**config.mk**
```make
export PLATFORM = sky130hd
export DESIGN_NAME = dla_hld_ram_clear_sequencer
export DESIGN_NICKNAME = d
export VERILOG_FILES = /design/src/rtl/dla_hld_ram_clear_sequencer.sv
export SDC_FILE = /design/constraint.sdc
export NUM_CORES = 1
export LEC_CHECK = 0
export BUFFER_PORTS_ARGS = -buffer_cell sky130_fd_sc_hd__clkbuf_2
export CORE_ASPECT_RATIO = 0.8
export CORE_UTILIZATION = 45
export CTS_BUF_LIST = sky130_fd_sc_hd__clkbuf_16
export DETAILED_ROUTE_END_ITERATION = 8
export PLACE_DENSITY_LB_ADDON = 0.2
export RECOVER_POWER = 50
export SETUP_SLACK_MARGIN = 0.3
export SYNTH_ARGS = -nofsm -noshare
export SYNTH_HDL_FRONTEND = slang
export SYNTH_SLANG_ARGS = --single-unit
```
**constraint.sdc**
```tcl
create_clock -name clock -period 3.75 [get_ports clock]
set_input_delay 0.75 -clock clock [delete_from_list [all_inputs] [get_ports clock]]
set_output_delay 0.75 -clock clock [all_outputs]
set_load 0.1 [all_outputs]
```
**src/rtl/dla_hld_ram_clear_sequencer.sv**
```systemverilog
// rtl/dla_hld_ram_clear_sequencer.sv - port-a zero-sweep sequencer with registered user passthrough
module dla_hld_ram_clear_sequencer #(
  parameter  int DEPTH          = 2560,
  parameter  int WIDTH          = 80,
  parameter  int BE_WIDTH       = 8,
  parameter  int CLEAR_ON_RESET = 1,
  localparam int ADDR           = $clog2(DEPTH)
) (
  input  logic                clock,
  input  logic                resetn,
  input  logic                clear_req,
  output logic                busy,
  output logic                done,
  input  logic [ADDR-1:0]     u_a_address,
  input  logic                u_a_read_enable,
  input  logic                u_a_write,
  input  logic [WIDTH-1:0]    u_a_writedata,
  input  logic [BE_WIDTH-1:0] u_a_byteenable,
  input  logic                u_a_in_clock_en,
  output logic                u_a_ready,
  output logic [ADDR-1:0]     a_address,
  output logic                a_read_enable,
  output logic                a_write,
  output logic [WIDTH-1:0]    a_writedata,
  output logic [BE_WIDTH-1:0] a_byteenable,
  output logic                a_in_clock_en
);

  if ((WIDTH % BE_WIDTH) != 0) begin : g_width_check
    $error("WIDTH must be a multiple of BE_WIDTH");
  end
  if (DEPTH < 2) begin : g_depth_check
    $error("DEPTH must be at least 2");
  end

  typedef enum logic {
    IDLE  = 1'b0,
    CLEAR = 1'b1
  } state_t;

  localparam state_t          RESET_STATE = (CLEAR_ON_RESET != 0) ? CLEAR : IDLE;
  localparam logic [ADDR-1:0] LAST_ADDR   = ADDR'(DEPTH - 1);

  state_t          state;
  logic [ADDR-1:0] cnt;

  always_ff @(posedge clock or negedge resetn) begin
    if (!resetn) begin
      state         <= RESET_STATE;
      cnt           <= '0;
      done          <= 1'b0;
      a_address     <= '0;
      a_read_enable <= 1'b0;
      a_write       <= 1'b0;
      a_writedata   <= '0;
      a_byteenable  <= '0;
      a_in_clock_en <= 1'b0;
    end else if (state == CLEAR) begin
      a_address     <= cnt;
      a_read_enable <= 1'b0;
      a_write       <= 1'b1;
      a_writedata   <= '0;
      a_byteenable  <= '1;
      a_in_clock_en <= 1'b1;
      // Compare before incrementing so a non-power-of-2 depth never wraps past the end.
      if (cnt == LAST_ADDR) begin
        done  <= 1'b1;
        state <= IDLE;
        cnt   <= '0;
      end else begin
        done <= 1'b0;
        cnt  <= cnt + ADDR'(1);
      end
    end else begin
      a_address     <= u_a_address;
      a_read_enable <= u_a_read_enable;
      a_write       <= u_a_write;
      a_writedata   <= u_a_writedata;
      a_byteenable  <= u_a_byteenable;
      a_in_clock_en <= u_a_in_clock_en;
      done          <= 1'b0;
      if (clear_req) begin
        state <= CLEAR;
        cnt   <= '0;
      end
    end
  end

  assign busy      = (state == CLEAR);
  assign u_a_ready = ~busy;

endmodule

```
==> After elaboration in Yosys (flattened, before gate mapping) <==
Index checks and enable logic that the tools add are counted.
{ "word_totals": {"regBits": 117, "input_bits": 106} }
{ "op_classes": {"eq_ne": 1, "add_sub_neg": 1, "bitwise": 1, "n_mux": 14, "reduce_logical": 1} }
{ "ops": {"columns": ["op", "n"], "rows": [
  ["two-way mux 80 bit", 1],
  ["two-way mux 12 bit", 4],
  ["adder 12 x 1 -> 12 bit, second input constant", 1],
  ["equality test 12 bit, second input constant", 1],
  ["two-way mux 1 bit", 8],
  ["two-way mux 8 bit", 1],
  ["nonzero test 2 bit", 1],
  ["NOT 1 bit", 1]
]} }

==> Depth between registers and ports, before layout <==
{ "logic_depth": {"word_depth": 3, "depth_mapped": 5} }

==> Worst setup path before layout <==
Ideal clock, no wire load.
{ "synth_timing": {"kind": "reg-to-output", "startpoint": "register state, in the netlist busy", "endpoint": "output port u_a_ready", "required_time_ps": 3000, "stages_incl_launch_ff": 3, "arrival_ps": 1702, "slack_ps": 1298, "n_path_buf": 1, "cell_sequence": "dfstp_2 inv_1 clkbuf_1"} }
{ "synth_between": {"elab_chain_len": 1} }
{ "synth_lines": {"columns": ["item", "line", "source"], "rows": [
  ["from (decl)", "44", "state_t state;"],
  ["from (signal assigned)", "49", "state <= RESET_STATE;"],
  ["from (signal assigned)", "68", "state <= IDLE;"],
  ["from (signal assigned)", "83", "state <= CLEAR;"],
  ["NOT 1 bit", "90", "assign u_a_ready = ~busy;"],
  ["to (decl)", "20", "output logic u_a_ready,"]
]} }
Every way passes these cells.

==> Final worst setup path <==
Ends and elaborated chain as after synthesis.

==> impl_metrics.xml <==
<?xml version="1.0" encoding="UTF-8"?>
<metrics>
  <group name="final_layout">
    <metric name="antenna_diode_instance_count" unit="">0</metric>
    <metric name="nets" unit="">620</metric>
    <metric name="seq_area" unit="sq um">2930</metric>
    <metric name="fillerInstances" unit="">670</metric>
    <metric name="final_layout_size_suffix_gt1_share" unit="%">50.1</metric>
    <metric name="post_layout_nonfiller_instances" unit="">635</metric>
    <metric name="final_core_util" unit="%">66.6</metric>
    <metric name="flow.area_growth_from_synthesis" unit="%">41.5</metric>
    <metric name="multi_input_comb_area" unit="sq um">1070</metric>
  </group>
  <group name="setup_path">
    <metric name="crit_path_end_kind" unit="">output pin</metric>
    <metric name="reg2reg_slack" unit="ns">1.29</metric>
    <metric name="critical_path.slowest_cell" unit="">sky130_fd_sc_hd__dfstp_4</metric>
    <metric name="crit_buf_inv" unit="">2</metric>
    <metric name="timing.critical_path.max_delay_family" unit="">flip-flops</metric>
    <metric name="crit_path_max_fanout" unit="">53</metric>
    <metric name="worstPathCellList" unit="">inv_1 -&gt; clkbuf_2</metric>
    <metric name="worst_setup_path_startpoint" unit="">busy</metric>
    <metric name="critical_path.reg2reg.startpoint" unit="">busy</metric>
    <metric name="timing.critical_path.required" unit="ns">3.00</metric>
    <metric name="critical_path.max_stage_delay" unit="ns">0.93</metric>
    <metric name="path_class" unit="">flop to output pin</metric>
    <metric name="setup.worst_path.start_class" unit="">flop</metric>
    <metric name="arrival" unit="ns">2.09</metric>
  </group>
  <group name="power_and_ir_drop">
    <metric name="power_switching_share" unit="%">29.3</metric>
    <metric name="internal_power" unit="mW">2.45</metric>
    <metric name="p_clk_share" unit="%">41.4</metric>
    <metric name="cellPowerDensity" unit="nW/um^2">602</metric>
    <metric name="p_comb_share" unit="%">17.1</metric>
    <metric name="power.static_leakage" unit="nW">3.06</metric>
    <metric name="seq_power_share" unit="%">41.5</metric>
    <metric name="power_switching" unit="mW">1.01</metric>
    <metric name="worst_ir_drop_vdd" unit="uV">380</metric>
  </group>
  <group name="clock_tree">
    <metric name="postCtsSetupBuffers" unit="">0</metric>
    <metric name="cts-resized-gates" unit="">0</metric>
    <metric name="cts_inserted_buffers" unit="">17</metric>
    <metric name="tritoncts_clock_tree" unit="">done</metric>
    <metric name="cts.clk_slew.worst_paths" unit="ns">0.05</metric>
    <metric name="insertion_delay" unit="ns">0.40</metric>
    <metric name="cts-htree-levels" unit="">4</metric>
    <metric name="cts.root.buffer_cell" unit="">sky130_fd_sc_hd__clkbuf_16</metric>
    <metric name="post_cts_hold_buffer_count" unit="">0</metric>
    <metric name="cts_sinks" unit="">117</metric>
    <metric name="max-clock-path-buffers" unit="">2</metric>
  </group>
  <group name="route">
    <metric name="drt_antenna_net_count" unit="">0</metric>
    <metric name="route.detailed.drc" unit="">0</metric>
    <metric name="detail_route.iter0.violations" unit="">127</metric>
    <metric name="routed-via-count" unit="">2983</metric>
    <metric name="routed_via_density" unit="">4.70</metric>
    <metric name="route.final.wire_length" unit="um">9100</metric>
    <metric name="post_drt_wl_per_cell" unit="um">14.3</metric>
    <metric name="dr.pass1.iters" unit="">4</metric>
  </group>
  <group name="placement">
    <metric name="detailedPlace.worstSlack" unit="ns">1.31</metric>
    <metric name="gpl.final_weighted_congestion" unit="">0.805</metric>
    <metric name="detailed_place_hpwl" unit="um">6440</metric>
    <metric name="numPortBuffers" unit="">211</metric>
    <metric name="dp_cell_count" unit="">606</metric>
  </group>
  <group name="floorplanning">
    <metric name="area_of_the_core" unit="sq um">8630</metric>
    <metric name="die_h" unit="um">87</metric>
    <metric name="initial_utilization" unit="%">47.1</metric>
    <metric name="die_area" unit="sq um">9420</metric>
    <metric name="pin_count" unit="">212</metric>
    <metric name="floorplan.die.width" unit="um">108</metric>
    <metric name="fp-row-count" unit="">30</metric>
  </group>
  <group name="yosys">
    <metric name="syn_area" unit="sq um">4060</metric>
    <metric name="synth.net_count" unit="">401</metric>
    <metric name="synth-edff-count" unit="">0</metric>
    <metric name="synth_seq_cells" unit="">117</metric>
    <metric name="yosys.area.top_type_share" unit="%">71.4</metric>
    <metric name="yosysWarnings" unit="">0</metric>
    <metric name="syn_avg_cell_area" unit="sq um">13.8</metric>
    <metric name="syn-instance-count" unit="">294</metric>
    <metric name="synthDominantAreaCellType" unit="">sky130_fd_sc_hd__dfrtp_1</metric>
    <metric name="netlist-cell-type-count" unit="">31</metric>
    <metric name="yosysMostFrequentCell" unit="">sky130_fd_sc_hd__dfrtp_1</metric>
    <metric name="asyncSetResetFlopFracSynth" unit="%">100</metric>
    <metric name="ys_top_cells_by_count" unit="">sky130_fd_sc_hd__dfrtp_1, sky130_fd_sc_hd__nor2b_1, sky130_fd_sc_hd__mux2_2, sky130_fd_sc_hd__clkbuf_1, sky130_fd_sc_hd__or2_2</metric>
    <metric name="seq_area_frac_synth" unit="%">72.1</metric>
    <metric name="dominantRegCellSynth" unit="">sky130_fd_sc_hd__dfrtp_1</metric>
    <metric name="top_post_synthesis_cells_by_area" unit="">sky130_fd_sc_hd__dfrtp_1, sky130_fd_sc_hd__nor2b_1, sky130_fd_sc_hd__mux2_2</metric>
  </group>
  <group name="status">
    <metric name="run_status" unit="">complete, but fails checks</metric>
    <metric name="failed_checks" unit="">max-capacitance violations, max-slew violations</metric>
  </group>
  <group name="timing">
    <metric name="rsz0062_at_grt" unit="">no</metric>
    <metric name="max_slew.worst_pin.slew" unit="ns">1.50</metric>
    <metric name="layout_min_cycle_time" unit="ns">2.84</metric>
    <metric name="timing.fmax" unit="GHz">0.352</metric>
    <metric name="setup_tns" unit="ns">0</metric>
    <metric name="setup_viol_count_final" unit="">0</metric>
    <metric name="max_slew_margin" unit="%">-0.226</metric>
    <metric name="timing.final.crit_share" unit="%">75.7</metric>
    <metric name="hold_viol" unit="">0</metric>
    <metric name="timing_max_transition_violations_final" unit="">62</metric>
    <metric name="layout_setup_ws" unit="ns">0.910</metric>
    <metric name="fin_worst_skew" unit="ns">0.00720</metric>
  </group>
  <group name="global_route">
    <metric name="grt-ovfl-total" unit="">0</metric>
    <metric name="maximum_number_of_pins_on_one_net_before_global_route_repair" unit="">63</metric>
    <metric name="grt_first_pass_wirelength" unit="um">13600</metric>
    <metric name="antenna_found_initial" unit="">0</metric>
    <metric name="grtUsageTotal" unit="%">19.8</metric>
    <metric name="first_global_vias" unit="">2875</metric>
  </group>
  <group name="hold_path">
    <metric name="worstHoldStart" unit="">u_a_byteenable[5]</metric>
    <metric name="holdCritPathClass" unit="">input pin to flop</metric>
  </group>
  <group name="flow_run">
    <metric name="max_cap_violations" unit="">1</metric>
  </group>
</metrics>
-- logic make-up (layout without fill, tap and decap cells) --
kind of cell | count (synthesis) | after routing | share of synthesized area (%)
and+or+nand+nor | 122 | 122 | 17.7
DFF | 117 | 117 | 72.1
AOI/OAI and AO/OA | 21 | 21 | 3.97
buffers and inverters | 16 | 245 | 1.48
muxes | 13 | 13 | 3.60
xor gates and xnor gates | 4 | 4 | 0.862
adders and majority gates | 1 | 1 | 0.308
-- per-stage QoR --
stage	hold WS (ns)	area, sq um	power (mW)
6_report	0.547	5750	3.46
5_1_grt	0.530	5750	3.59
4_1_cts	0.459	5770	3.50
3_5_place_dp	0.565	5250	2.05
3_3_place_gp	0.547	5250	2.04
2_1_floorplan	0.454	4060	1.88
-- worst paths after layout --
path	to	cells after the start
hold reg to reg	cnt[0]	1
hold / removal	a_byteenable[5]	2
setup reg to reg	a_address[5]	2
max in group asynchronous	a_writedata[8]	2
min in group asynchronous	a_writedata[78]	1
setup / recovery	u_a_ready	2
-- cell usage in the layout, fill, tap and decap left out --
cell                        synthesis  final
sky130_fd_sc_hd__a21o_1             1      1
sky130_fd_sc_hd__a22o_1             1      1
sky130_fd_sc_hd__o31a_2             1      1
sky130_fd_sc_hd__o41ai_4            1      1
sky130_fd_sc_hd__xnor2_1            2      2
sky130_fd_sc_hd__ha_1               1      1
sky130_fd_sc_hd__a22oi_1            1      1
sky130_fd_sc_hd__clkbuf_2           0    213
sky130_fd_sc_hd__dfrtp_1          116    116
sky130_fd_sc_hd__nand4_2            1      1
sky130_fd_sc_hd__o31ai_1            1      1
sky130_fd_sc_hd__nand3_1            4      4
sky130_fd_sc_hd__nor2_1             6      6
sky130_fd_sc_hd__o41ai_1            2      2
sky130_fd_sc_hd__o22ai_1            6      6
sky130_fd_sc_hd__xor2_1             2      2
sky130_fd_sc_hd__mux2_2            13     13
sky130_fd_sc_hd__clkinv_1           0      5
sky130_fd_sc_hd__nand2b_1           1      1
sky130_fd_sc_hd__nor2b_1           81     81
sky130_fd_sc_hd__and3_1             1      1
sky130_fd_sc_hd__clkinv_2           0      2
sky130_fd_sc_hd__nand4_1            1      1
sky130_fd_sc_hd__nand2_1           10     10
sky130_fd_sc_hd__inv_1              3      6
sky130_fd_sc_hd__o21a_1             1      1
sky130_fd_sc_hd__o21ai_0            6      6
sky130_fd_sc_hd__bufinv_16          0      2
sky130_fd_sc_hd__or2_2             11     11
sky130_fd_sc_hd__nor4_1             1      1
sky130_fd_sc_hd__clkbuf_16          0     17
sky130_fd_sc_hd__nor3_1             4      4
sky130_fd_sc_hd__or3_1              1      1
sky130_fd_sc_hd__dfstp_4            0      1
-- routing by layer --
layer | part of all wire [%] | vias up | track usage, % | wire length, um
li1 | - | 1388 | - | -
met3 | 11 | 10 | 9.57 | 977
met5 | 0 | - | 0 | 0
met2 | 48 | 157 | 30.7 | 4400
met4 | 1.5 | 0 | 10.6 | 140
met1 | 39 | 1428 | 22.7 | 3580
-- power by group through the flow --
stage / Combinational [mW] / Sequential [mW] / Clock [mW]
after floorplan: 0.134 / 1.75 / 0
after global placement: 0.590 / 1.45 / 0
after detailed placement: 0.597 / 1.46 / 0
after CTS: 0.600 / 1.43 / 1.47
after global routing: 0.622 / 1.45 / 1.52
final: 0.591 / 1.44 / 1.44
-- flip-flops by register name (all words and copies together), names as in the netlist --
name,flops
a_address,12
a_writedata,80
a_in_clock_en,1
a_byteenable,8
a_read_enable,1
cnt,12
busy,1
a_write,1
done,1
-- cell type report --
cell class                      count  area share, %
Sequential cell                   117           51.0
Multi-Input combinational cell    161           18.7
Timing Repair Buffer              213           18.5
Clock buffer                       17           7.40
Tap cell                          112           2.44
Clock inverter                     12           1.74
Inverter                            3          0.196
Note: power is estimated with default switching activity, not from simulation.
